## src/rtl/wb_write_port_pkg.sv

```systemverilog
// Shared writeback/decode constants: datapath width, architectural register numbers,
// opcode/funct encodings used by the decoder, and the link-buffer state type.
package wb_write_port_pkg;

    localparam int DATA_W = 32;

    localparam logic [4:0] REG_ZERO = 5'd0;
    localparam logic [4:0] REG_RA   = 5'd31;

    // Major opcodes the decoder keys off when setting RegWrite/MemtoReg/Link_req.
    localparam logic [6:0] OPC_LOAD   = 7'b0000011;
    localparam logic [6:0] OPC_OP_IMM = 7'b0010011;
    localparam logic [6:0] OPC_OP     = 7'b0110011;
    localparam logic [6:0] OPC_STORE  = 7'b0100011;
    localparam logic [6:0] OPC_BRANCH = 7'b1100011;
    localparam logic [6:0] OPC_JAL    = 7'b1101111;
    localparam logic [6:0] OPC_JALR   = 7'b1100111;

    localparam logic [2:0] F3_ADD_SUB = 3'b000;
    localparam logic [2:0] F3_LW      = 3'b010;
    localparam logic [6:0] F7_BASE    = 7'b0000000;
    localparam logic [6:0] F7_ALT     = 7'b0100000;

    typedef enum logic {
        LINK_IDLE    = 1'b0,
        LINK_PENDING = 1'b1
    } link_state_e;

    // A write only reaches the register file when enabled and not aimed at $0.
    function automatic logic is_real_dest(input logic reg_write, input logic [4:0] addr);
        return reg_write && (addr != REG_ZERO);
    endfunction

endpackage

```

## src/rtl/wb_link_buffer.sv

```systemverilog
// One-entry park for jal link writes that lose the shared write port to pipeline writes.
// Latency: a request taken at edge N is offered from cycle N+1; drains when the port is free.
// Backpressure: busy while parked and the pipeline owns the port; requests then are dropped.
module wb_link_buffer #(
    parameter int DATA_W = 32
) (
    input  logic              core_clk,
    input  logic              arst_n,
    input  logic              link_req_vld,
    input  logic [DATA_W-1:0] link_req_dat,
    input  logic              wb_vld,
    output logic              link_vld,
    output logic [DATA_W-1:0] link_dat,
    output logic              busy,
    output logic              overflow
);
    import wb_write_port_pkg::*;

    link_state_e       state_q, state_d;
    logic [DATA_W-1:0] data_q, data_d;
    logic              overflow_q, overflow_d;

    always_ff @(posedge core_clk or negedge arst_n) begin
        if (!arst_n) begin
            state_q    <= LINK_IDLE;
            data_q     <= '0;
            overflow_q <= 1'b0;
        end else begin
            state_q    <= state_d;
            data_q     <= data_d;
            overflow_q <= overflow_d;
        end
    end

    always_comb begin
        state_d    = state_q;
        data_d     = data_q;
        overflow_d = overflow_q;
        busy       = (state_q == LINK_PENDING) && wb_vld;

        case (state_q)
            LINK_IDLE: begin
                if (link_req_vld) begin
                    state_d = LINK_PENDING;
                    data_d  = link_req_dat;
                end
            end
            LINK_PENDING: begin
                if (!wb_vld) begin
                    // Port is ours this cycle: drain, and refill if a new jal arrives now.
                    if (link_req_vld) begin
                        data_d = link_req_dat;
                    end else begin
                        state_d = LINK_IDLE;
                    end
                end else if (link_req_vld) begin
                    overflow_d = 1'b1;
                end
            end
            default: begin
                state_d = LINK_IDLE;
            end
        endcase
    end

    assign link_vld = (state_q == LINK_PENDING);
    assign link_dat = data_q;
    assign overflow = overflow_q;

endmodule

```

## src/rtl/wb_write_port.sv

```systemverilog
// MEM/WB register, writeback data mux and shared register-file write port with jal link park.
// Latency: memory-stage write accepted at edge N is written at edge N+1; links drain when free.
// Backpressure: Busy_out asks decode to stall while a parked link is blocked by a pipeline write.
module wb_write_port #(
    parameter logic [4:0] LINK_REG = wb_write_port_pkg::REG_RA,
    parameter int         DATA_W   = wb_write_port_pkg::DATA_W
) (
    input  logic              CLOCK,
    input  logic              RESET_N,
    input  logic              Stall,
    input  logic              Flush,
    input  logic              RegWrite_in,
    input  logic              MemtoReg_in,
    input  logic [4:0]        regD_addr_in,
    input  logic [DATA_W-1:0] ALU_result_in,
    input  logic [DATA_W-1:0] Mem_data_in,
    input  logic              Link_req_in,
    input  logic [DATA_W-1:0] Link_data_in,
    output logic              RegWrite_out,
    output logic [4:0]        regD_addr_out,
    output logic [DATA_W-1:0] regD_data_out,
    output logic              Busy_out,
    output logic              Overflow_out
);
    import wb_write_port_pkg::*;

    logic              wb_valid_q, wb_valid_d;
    logic [4:0]        wb_addr_q, wb_addr_d;
    logic [DATA_W-1:0] wb_data_q, wb_data_d;

    logic              link_vld;
    logic [DATA_W-1:0] link_dat;

    always_ff @(posedge CLOCK or negedge RESET_N) begin
        if (!RESET_N) begin
            wb_valid_q <= 1'b0;
            wb_addr_q  <= '0;
            wb_data_q  <= '0;
        end else begin
            wb_valid_q <= wb_valid_d;
            wb_addr_q  <= wb_addr_d;
            wb_data_q  <= wb_data_d;
        end
    end

    // Flush beats Stall; the result mux sits ahead of the register so the port is flop-driven.
    always_comb begin
        wb_valid_d = wb_valid_q;
        wb_addr_d  = wb_addr_q;
        wb_data_d  = wb_data_q;
        if (Flush) begin
            wb_valid_d = 1'b0;
        end else if (!Stall) begin
            wb_valid_d = is_real_dest(RegWrite_in, regD_addr_in);
            wb_addr_d  = regD_addr_in;
            wb_data_d  = MemtoReg_in ? Mem_data_in : ALU_result_in;
        end
    end

    wb_link_buffer #(
        .DATA_W (DATA_W)
    ) u_link_buffer (
        .core_clk     (CLOCK),
        .arst_n       (RESET_N),
        .link_req_vld (Link_req_in),
        .link_req_dat (Link_data_in),
        .wb_vld       (wb_valid_q),
        .link_vld     (link_vld),
        .link_dat     (link_dat),
        .busy         (Busy_out),
        .overflow     (Overflow_out)
    );

    always_comb begin
        RegWrite_out  = 1'b0;
        regD_addr_out = '0;
        regD_data_out = '0;
        if (wb_valid_q) begin
            RegWrite_out  = 1'b1;
            regD_addr_out = wb_addr_q;
            regD_data_out = wb_data_q;
        end else if (link_vld) begin
            RegWrite_out  = 1'b1;
            regD_addr_out = LINK_REG;
            regD_data_out = link_dat;
        end
    end

endmodule

```

## config.mk

```make
export PLATFORM = sky130hd
export DESIGN_NAME = wb_write_port
export DESIGN_NICKNAME = d
export VERILOG_FILES = /design/src/rtl/wb_write_port_pkg.sv /design/src/rtl/wb_link_buffer.sv /design/src/rtl/wb_write_port.sv
export SDC_FILE = /design/constraint.sdc
export NUM_CORES = 1
export LEC_CHECK = 0
export ABC_AREA = 1
export BUFFER_PORTS_ARGS = -buffer_cell sky130_fd_sc_hd__buf_2
export CORE_MARGIN = 4
export CORE_UTILIZATION = 53
export CTS_CLUSTER_DIAMETER = 120
export DETAILED_ROUTE_END_ITERATION = 7
export PLACE_DENSITY_LB_ADDON = 0.3
export SLEW_MARGIN = 20
export SYNTH_ARGS = -nofsm -noshare
export SYNTH_HDL_FRONTEND = slang
export SYNTH_SLANG_ARGS = --single-unit
```

## constraint.sdc

```tcl
create_clock -name CLOCK -period 2.7 [get_ports CLOCK]
set_clock_uncertainty 0.15 [all_clocks]
set_input_delay 0.27 -clock CLOCK [delete_from_list [all_inputs] [get_ports CLOCK]]
set_output_delay 0.27 -clock CLOCK [all_outputs]
set_load 0.02 [all_outputs]
```

[Word level (Yosys, flattened, before mapping)]
Index checks and enable logic that the tools add are counted.
Word-level totals
  word-level logic and storage cells: 31
  output and inout port bits: 40
  bits of input ports: 108
  flip-flop bits (word level): 72
Operators by class
  mux-type cells: 15
  equal/unequal tests: 2
  reduce and logical (&&, ||, !) cells: 5
  bitwise logic cells: 3
Operators with widths (number)
  $mux 32: 5
  $pmux 32 s2: 1
  $mux 5: 2
  $mux 1: 6
  $reduce_bool 5->1: 1
  $not 1->1: 3
  $reduce_and 3->1: 1
  $logic_and 1x1->1: 2
  $ne 2x1->1 const B: 1
  $ne 2x2->1 const B: 1
  $pmux 1 s2: 1
  $reduce_and 2->1: 1

[Depth between registers and ports, before layout]
Gate-level depths: netlist of the first run.
  word-level depth: 4
  depth in mapped cells: 6
  depth with buffers taken out: 5

[Cells and area by module]
From an unflattened synthesis of the first run, not the netlist that was laid out.
Unflattened totals
  cell total of the unflattened synthesis: 502
  area total of the unflattened synthesis: 3836.2 um2
By module, submodules not included
  wb_write_port: area each 2411.1 um2, cells an instance 356, sequential area each 950.9 um2, times used 1
  wb_link_buffer: area each 1425.1 um2, cells an instance 146, sequential area each 850.8 um2, times used 1

[Least setup slack after synthesis of the first run]
No wires, ideal clock.
  path type: register -> output
  start: register wb_valid_q
  end: output port regD_addr_out[0]
  buffers on the path: 2
  setup slack: 1.161 ns
  required time: 2.280 ns
  arrival time: 1.119 ns
  stages on the path, launching flop included: 5
  cells stage by stage: dfrtp_1 buf_6 inv_2 buf_6 o21ai_0
Between the ends
  cells in the longest elaborated chain, start to end: 1
Ends and longest elaborated chain
  start: declaration: RTL line wb_write_port.sv:27  | logic wb_valid_q, wb_valid_d;
  start signal: assignment: RTL line wb_write_port.sv:40  | wb_valid_q <= wb_valid_d;
  $mux 5: RTL line wb_write_port.sv:78  | if (wb_valid_q) begin
  end: declaration: RTL line wb_write_port.sv:20  | output logic [4:0] regD_addr_out,
Every way passes these cells.

[Worst setup path after layout of the first run]
  start: register u_link_buffer.state_q, in the netlist u_link_buffer.link_vld
  end: output port regD_data_out[7]
Between the ends
  cells in the longest elaborated chain, start to end: 2
Ends and longest elaborated chain
  start: declaration: RTL line wb_link_buffer.sv:19  | link_state_e state_q, state_d;
  start signal: assignment: RTL line wb_link_buffer.sv:29  | state_q <= state_d;
  $mux 32: RTL line wb_write_port.sv:82  | end else if (link_vld) begin
  $mux 32: RTL line wb_write_port.sv:78
  end: declaration: RTL line wb_write_port.sv:21  | output logic [DATA_W-1:0] regD_data_out,
Every way passes these cells.

==> metrics, run 1 <==
RSZ-0062 raised after global routing=false; Area Overhead vs Synth=22.3%; CP arrival=approximately 2000 ps; PortBufs=147; static leakage=2.80 nW; clk_lat worst skew=340 ps; setup slack, reg-to-reg=a little under 700 ps; CP Launch Type=flip-flop; Post-Syn Instances=between 500 and 600; fmax=411 MHz; Max Cap Viol=0; GRT met2 Usage=0.380; via count=3702; final hold violations=0; DR DRC count=0; synthesized area=0.00390 mm²; chip width=around 94 µm; H-tree Lvls=3; Critical Path Max Stage Delay=910 ps; crit path time final=around 2400 ps; critical path class=reg2out; largest net degree at the start of global routing=73; initial antenna violation count=0; Post-Syn Area per Cell=7.76 µm²; most common cell after layout, fill and taps aside=nand2_1; core outline area=0.00698 mm²; GRT Resource Usage Total=0.238; worst-case clock buffer depth=2; post-DR vias/cell=5.04; Final nets=744; GR peak layer=met2; layout cells sized above 1=0.296; Hold Path Class=in2reg; Fillers=619; CP Buf/Inv Count=2; power density cells=551 mW/mm²; fin crit share=0.902; Clock Pin Slew Worst Setup and Hold Paths=60 ps; number of global-route vias before repair=3475; Syn Nets=610; multiplexer share of the synthesized area=0; setup violators final=0; synth unique cells=19; worst-path fanout max=19; Tightest Pin Transition=964 ps; die area=around 0.009 mm²; outcome=complete, no violations; starting density of the core=0.558; DRT antenna net count=0; antenna cells=0; remaining global-route overflow=0; global routing usage on met1=0.323; die height=~94 µm; simple-gate share of the synthesized area=0.352; Post-Route WL=10300 µm; post-synthesis compound-gate area fraction=0.0764; most frequent cells in the layout=233 x nand2_1, 146 x buf_2, 72 x dfrtp_1; Starting DRT DRC Count=between 200 and 300; share of the synthesized area in the top cell type=0.462; I/O pins=148; Worst Setup End Kind=output pin; FF+latch count, synth=72; Slew HR=0.357; Critical-path top delay cell=dfrtp_1; post-layout util=0.682; post-synthesis xor/xnor area fraction=0; Setup TNS=0 ps; routed len/inst=14.1 µm; register area share after synthesis=0.462; CTS Root Cell=clkbuf_8; hpwl dp=7420 µm; max-slew violations=0; largest family of logic cells by synthesized area=simple AND/OR/NAND/NOR gates; WHS=between 10 and 15 ps; CTS tree=built; Adder-Cell Fraction of Synth Area=0; worst vdd rail ir drop=0.000269 V; WP data required=~2300 ps; crit path cell chain=buf_4, nand3_1, nand2_1, buf_2; DR pass1 iterations=6; Clock Sinks=72; synth top area cells=dfrtp_1 46%, nand2_1 22%, o211ai_1 6.2%; CP delay by family, top=flip-flops; Row Count=30; TritonCTS Buffers=9; Yosys top cell by area=dfrtp_1; first-pass GRT wire length=between 15000 and 20000 µm; GPL Wtd Cong=0.864; met3 Track Usage GR=0.0529; Yosys warning total=0
-- logic make-up (layout without fill, tap and decap cells) --
family	count (synthesis)	after routing
DFF	72	72
and+or+nand+nor	307	307
AOI/OAI and AO/OA	43	43
buffers and inverters	80	216
-- per-stage QoR --
step	total power, mW	area [µm²]	cells	setup slack, ps
after floorplan	1.69	3900	502	1160
after global placement	1.89	4520	713	712
after detailed placement	1.91	4520	713	615
after CTS	2.64	4750	733	252
after global routing	2.78	4760	734	94.8
final	2.62	4760	734	265
-- timing repair --
action / CTS / global route
resized for setup: 0 / 0
setup buffers: 0 / 0
endpoints found under the hold margin: 78 / 1
hold buffers: 7 / 1
-- cell type report --
cell class / count / area (µm²) / share of cell area
clock buffer: 12 / 155 / 0.0326
tap: 96 / 120 / 0.0252
timing repair buffer: 159 / 848 / 0.178
inverter: 44 / 165 / 0.0347
multi-input combinational: 350 / 1670 / 0.350
clock inverter: 1 / 5.00 / 0.00105
sequential: 72 / 1800 / 0.378
-- tightest hold or removal path: stages --
cell,delay [ps]
buf_2,70
o211ai_1,70
nand2_1,50
-- power by group --
group | total (mW) | leakage, nW | switching [mW] | internal [mW]
Clock | 0.720 | 0.0842 | 0.353 | 0.367
Sequential | 1.31 | 0.878 | 0.0951 | 1.21
Combinational | 0.596 | 1.84 | 0.368 | 0.228
-- routing by layer --
layer	share of wire	vias up	wire length [µm]
li1	-	1842	-
met1	0.44	1687	4500
met2	0.47	154	4820
met3	0.076	19	785
met4	0.022	0	228
met5	0	-	0
-- cells in the mapped netlist --
cell,n
o21bai_1,1
nand3_1,46
nand2_2,1
o21ai_0,10
or2_2,1
buf_4,4
nor2_4,1
o211ai_1,32
buf_8,2
nand2_8,1
inv_1,43
nand2_1,233
nand3_2,20
dfrtp_1,72
nor2_1,3
buf_2,22
nand2_4,1
buf_6,8
inv_2,1
-- final timing paths --
path / startpoint / to / cells past startpoint
max: u_link_buffer.link_vld$_DFF_PN0_ / regD_data_out[7] / 4
min: ALU_result_in[5] / wb_data_q[5]$_DFFE_PN0P_ / 3
max reg2reg: u_link_buffer.link_vld$_DFF_PN0_ / u_link_buffer.link_dat[17]$_DFFE_PN0P_ / 4
min reg2reg: wb_data_q[8]$_DFFE_PN0P_ / wb_data_q[8]$_DFFE_PN0P_ / 2
max in group asynchronous: RESET_N / u_link_buffer.link_dat[2]$_DFFE_PN0P_ / 2
min in group asynchronous: RESET_N / u_link_buffer.link_dat[23]$_DFFE_PN0P_ / 2
-- state kept, by name, summed over array words and instances, names as in the netlist --
| name | count |
|---|---|
| wb_data_q | 32 |
| u_link_buffer.link_vld | 1 |
| u_link_buffer.overflow | 1 |
| wb_addr_q | 5 |
| wb_valid_q | 1 |
| u_link_buffer.link_dat | 32 |
Power figures use the tool's default switching activity.
==> run 2, diff against run 1 <==
- CORE_ASPECT_RATIO: not set -> 1.25
==> run 2 against run 1 <==
Effect of this change: setup slack better by 200 ps; fmax is 8.9% higher; critical endpoint is now regD_data_out[19]; combinational power down 2%; sequential share of layout area is 0.36 points higher; design area down 0.87%; largest power group unchanged; largest cell class unchanged.
==> metrics, run 2 (synthesis gave the netlist of run 1 again) <==
Pwr Total=2.72 mW (+3.6%); layout cells sized above 1=0.306 (+0.00976); worst-path fanout max=26 (+7); DRT antenna net count=0 (unchanged); placed insts=707 (-0.84%); CTS tree=built; routed len/inst=13.6 µm (-3.2%); Area Overhead vs Synth=21.2%; cts hold-fix bufs=1 (-6); Final nets=737 (-0.94%); GRT Resource Usage Total=0.224 (-0.0148); via count=3738 (+0.97%); starting density of the core=0.552 (-0.00633); fmax=447 MHz (+8.9%); fin crit share=0.829 (-0.0735); TritonCTS Buffers=9 (unchanged); worst vdd rail ir drop=0.000329 V (+22%); hpwl dp=6920 µm (-6.8%); antenna cells=0 (unchanged); core outline area=0.00706 mm² (+1.1%); first-pass GRT wire length=16300 µm (-0.84%); static leakage=2.78 nW (-0.80%); most frequent cells in the layout=233 x nand2_1, 146 x buf_2, 71 x dfrtp_1; die height=104 µm (+11%); final hold violations=0 (unchanged); Clock Sinks=72 (unchanged); Layout Cells excl Fill=724 (-1.4%); setup violators final=0 (unchanged); WHS=4.32 ps (-8.51 ps); die area=0.00880 mm² (about the same); CP Launch Type=flip-flop; power density cells=575 mW/mm² (+4.5%); most common cell after layout, fill and taps aside=nand2_1; max-slew violations=0 (unchanged); clk_lat worst skew=330 ps (about the same); Row Count=34 (+13%); post-layout util=0.669 (-0.0136); Worst Setup End Kind=output pin; initial antenna violation count=0 (unchanged); post-cts sizing count=0 (unchanged); post-DR vias/cell=5.16 (+2.4%); postcts setup bufs=0 (unchanged); Fillers=619 (unchanged); remaining global-route overflow=0 (unchanged); Hold Path Class=in2reg; Setup TNS=0 ps (unchanged); worst-case clock buffer depth=2 (unchanged); GPL Wtd Cong=0.836 (-3.3%); outcome=complete, no violations; chip width=84.7 µm (-9.7%); DR pass1 iterations=5 (-1); crit path time final=2240 ps (-198 ps); CP arrival=1820 ps (-200 ps); largest net degree at the start of global routing=73 (unchanged); H-tree Lvls=3 (unchanged); DR DRC count=0 (unchanged); Starting DRT DRC Count=228 (-14%); critical path class=reg2out; Post-Route WL=9870 µm (-4.5%); Slew HR=0.325 (-0.0320); Clock Pin Slew Worst Setup and Hold Paths=90 ps (+30 ps); I/O pins=148 (unchanged); Tightest Pin Transition=1010 ps (+48.0 ps); number of global-route vias before repair=3604 (+3.7%); Max Cap Viol=0 (unchanged); WP data required=2280 ps (about the same); RSZ-0062 raised after global routing=false; CTS Root Cell=clkbuf_8; PortBufs=147 (unchanged)
-- run 2: report_power, final --
part	switching, mW	leakage (nW)	total [mW]	internal (mW)
combinational	0.364	1.81	0.585	0.221
sequential	0.0890	0.877	1.30	1.21
clock	0.406	0.0916	0.832	0.426
-- run 2: cell type report --
class | instances | area [µm²] | share of cell area
clock buffers | 9 | 124 | 0.0262
clock inverters | 7 | 71.3 | 0.0151
inverters | 44 | 165 | 0.0350
multi-input cells | 350 | 1670 | 0.353
flip-flops and latches | 72 | 1800 | 0.382
well taps | 90 | 113 | 0.0238
repair buffers | 152 | 778 | 0.165
-- run 2: final timing paths --
kind,startpoint,to,slack (ps),cells after the start
worst max-delay path,u_link_buffer.link_vld$_DFF_PN0_,regD_data_out[19],460,4
worst min-delay path,ALU_result_in[29],wb_data_q[29]$_DFFE_PN0P_,4,3
worst max register to register,u_link_buffer.link_vld$_DFF_PN0_,u_link_buffer.link_dat[14]$_DFFE_PN0P_,760,4
worst min register to register,u_link_buffer.link_dat[4]$_DFFE_PN0P_,u_link_buffer.link_dat[4]$_DFFE_PN0P_,330,2
max in group asynchronous,RESET_N,u_link_buffer.link_vld$_DFF_PN0_,1340,2
min in group asynchronous,RESET_N,u_link_buffer.link_dat[25]$_DFFE_PN0P_,440,2
-- run 2: stage by stage --
step | instance area [µm²] | setup slack, ps
4_1_cts | 4720 | 462
6_report | 4720 | 463
3_3_place_gp | 4520 | 837
3_5_place_dp | 4520 | 788
2_1_floorplan | 3900 | 1160
5_1_grt | 4720 | 341
-- run 2: layer usage --
metal  global-route usage  wire length [µm]
met5                    0                 0
met4               0.0645               114
met3               0.0333               699
met2                0.387              4990
met1                0.288              4070
-- run 2: critical path, cell delays in order (launching register included) --
cell and delay [ps]:
dfrtp_2 820, buf_4 330, nand3_2 80, nand2_1 90, buf_2 160
==> run 3, diff against run 2 <==
- CORE_UTILIZATION: 53 -> 45
- clock period: 2.7 -> 1.8 ns (I/O delays scaled with it)
==> run 3 against run 2 <==
Effect of this change: first-iteration DRC count shrank 25%; register-to-register slack worse by 440 ps; final cell count up 14%; non-clock buffer count grew 92; sequential cell count is the same; setup slack worse by 430 ps; combinational power grew 86%; clock-buffer cell count rose by 1; routed wire length is 22% higher; clock power grew 69%; die area grew 16%; largest cell class unchanged; largest power group unchanged.
==> metrics, run 3 (synthesis gave the netlist of run 1 again) <==
cell internal pwr=3.11 mW (+67%); worst-path fanout max=14 (-46%); die area=0.0102 mm² (+16%); CTS Root Cell=clkbuf_8; setup violators final=0 (unchanged); number of global-route vias before repair=4333 (+20%); Sw Pwr=1.33 mW (+54%); post-layout util=0.685 (+0.0166); GRT Resource Usage Total=0.236 (+0.0121); Area Overhead vs Synth=46.6%; worst-case clock buffer depth=2 (unchanged); Row Count=37 (+8.8%); Storage cell area=0.00180 mm² (unchanged); Starting DRT DRC Count=170 (-25%); Hold Path Class=in2reg; sequential share of power=0.437 (-0.041); Clock Pin Slew Worst Setup and Hold Paths=70 ps (-20 ps); CTS tree=built; Fillers=673 (+8.7%); fin crit share=0.984; combinational share of power=0.246 (+0.031); DR pass1 iterations=4 (-1); WP data required=1470 ps (-810 ps); CP Launch Type=flip-flop; Max Cap Viol=0 (unchanged); most common cell after layout, fill and taps aside=nand2_1; power density cells=776 mW/mm² (+35%); CP arrival=1440 ps (-380 ps); WHS=8.46 ps (+4.14 ps); routed len/inst=14.6 µm (+7.2%); RSZ-0062 raised after global routing=true; antenna cells=0 (unchanged); post-DR vias/cell=5.02 (-2.7%); static leakage=3.20 nW (+15%); TritonCTS Buffers=9 (unchanged); chip width=91.2 µm (+7.7%); crit path time final=about 1800 ps; remaining global-route overflow=0 (unchanged); first-pass GRT wire length=19400 µm (+19%); most frequent cells in the layout=233 x nand2_1, 146 x buf_2, 78 x dlygate4sd3_1; fmax=565 MHz; PortBufs=147 (unchanged); worst vdd rail ir drop=0.000473 V (+44%); DRT antenna net count=0 (unchanged); Post-Route WL=12000 µm (+22%); die height=112 µm (+7.9%); initial antenna violation count=0 (unchanged); largest net degree at the start of global routing=65 (-11%); GPL Wtd Cong=0.813 (-2.8%); placed insts=725 (+2.5%); outcome=complete, no violations; core outline area=0.00833 mm² (+18%); I/O pins=148 (unchanged); Clock Power Share=0.317 (+0.011); Final nets=830 (+13%); max-slew violations=0 (unchanged); area of the multi-input gates=0.00168 mm² (+0.67%); Net Sw Frac=0.299 (-0.0172); Clock Sinks=72 (unchanged); final hold violations=0 (unchanged); critical path class=reg2out; Tightest Pin Transition=391 ps (-621 ps); starting density of the core=0.468 (-0.0842); via count=4133 (+11%); DR DRC count=0 (unchanged); Worst Setup End Kind=output pin; H-tree Lvls=3 (unchanged); layout cells sized above 1=0.288 (-0.0181); Slew HR=0.739 (+0.414); clk_lat worst skew=330 ps (about the same); Layout Cells excl Fill=823 (+14%); hpwl dp=7810 µm (+13%)
-- run 3: cell count changes in the layout (fill, tap and decap cells not counted), sizes merged --
cell / change
clkbuf: +1
inv: -1
buf: +15
dlygate4sd3: +77
clkinvlp: -2
nand2: +1
bufinv: +1
-- run 3: layer usage --
layer  vias to the layer above  part of all wire  track usage
li1                       2021                 -            -
met1                      1921              0.39        0.263
met2                       148              0.52        0.425
met3                        43             0.051       0.0456
met4                         0             0.039        0.117
met5                         -                 0            0
-- run 3: worst paths after layout --
path | slack (ps) | from | cells past startpoint | to
min reg2reg | 320 | u_link_buffer.link_dat[4]$_DFFE_PN0P_ | 2 | u_link_buffer.link_dat[4]$_DFFE_PN0P_
max in group asynchronous | 770 | RESET_N | 3 | u_link_buffer.link_dat[11]$_DFFE_PN0P_
max | 30 | wb_valid_q$_DFFE_PN0P_ | 5 | regD_data_out[19]
max reg2reg | 320 | u_link_buffer.link_vld$_DFF_PN0_ | 5 | u_link_buffer.link_dat[15]$_DFFE_PN0P_
min | 8 | Mem_data_in[14] | 5 | wb_data_q[14]$_DFFE_PN0P_
min in group asynchronous | 150 | RESET_N | 2 | u_link_buffer.link_dat[1]$_DFFE_PN0P_
-- run 3: area by class of cell --
type	instances	area share
inverters	44	0.0289
clock inverters	5	0.0142
multi-input cells	351	0.294
clock buffers	10	0.0241
flip-flops and latches	72	0.316
repair buffers	244	0.302
well taps	97	0.0212
-- run 3: worst max-delay path, stage by stage, from the launching register on --
cell	delay (ps)
dfrtp_1	410
inv_2	110
buf_4	240
nand3_2	80
nand2_1	90
buf_2	170
-- run 3: what timing repair did --
item / CTS / global route
pin swaps: 0 / 1
gates resized for setup: 1 / 2
hold buffers: 78 / 0
buffers inserted: 4 / 0
cloned: 0 / 1
endpoints found under the setup margin: 15 / 24
endpoints found under the hold margin: 125 / 0
-- run 3: power by group through the flow --
stage,sequential (mW),clock [mW],combinational [mW]
3_5_place_dp,1.97,0,0.939
2_1_floorplan,1.93,0,0.601
3_3_place_gp,1.96,0,0.916
5_1_grt,1.96,1.51,1.21
6_report,1.94,1.41,1.09
4_1_cts,1.94,1.43,1.08
-- run 3: per-stage QoR --
stage | worst slack, ps | area, µm² | power (mW) | setup TNS (ps)
floorplan | 351 | 3900 | 2.53 | 0
global placement | 265 | 4660 | 2.88 | 0
detailed placement | 232 | 4660 | 2.91 | 0
CTS | 28.4 | 5690 | 4.45 | 0
global route | -68.9 | 5710 | 4.67 | -897
finish | 29.4 | 5710 | 4.43 | 0
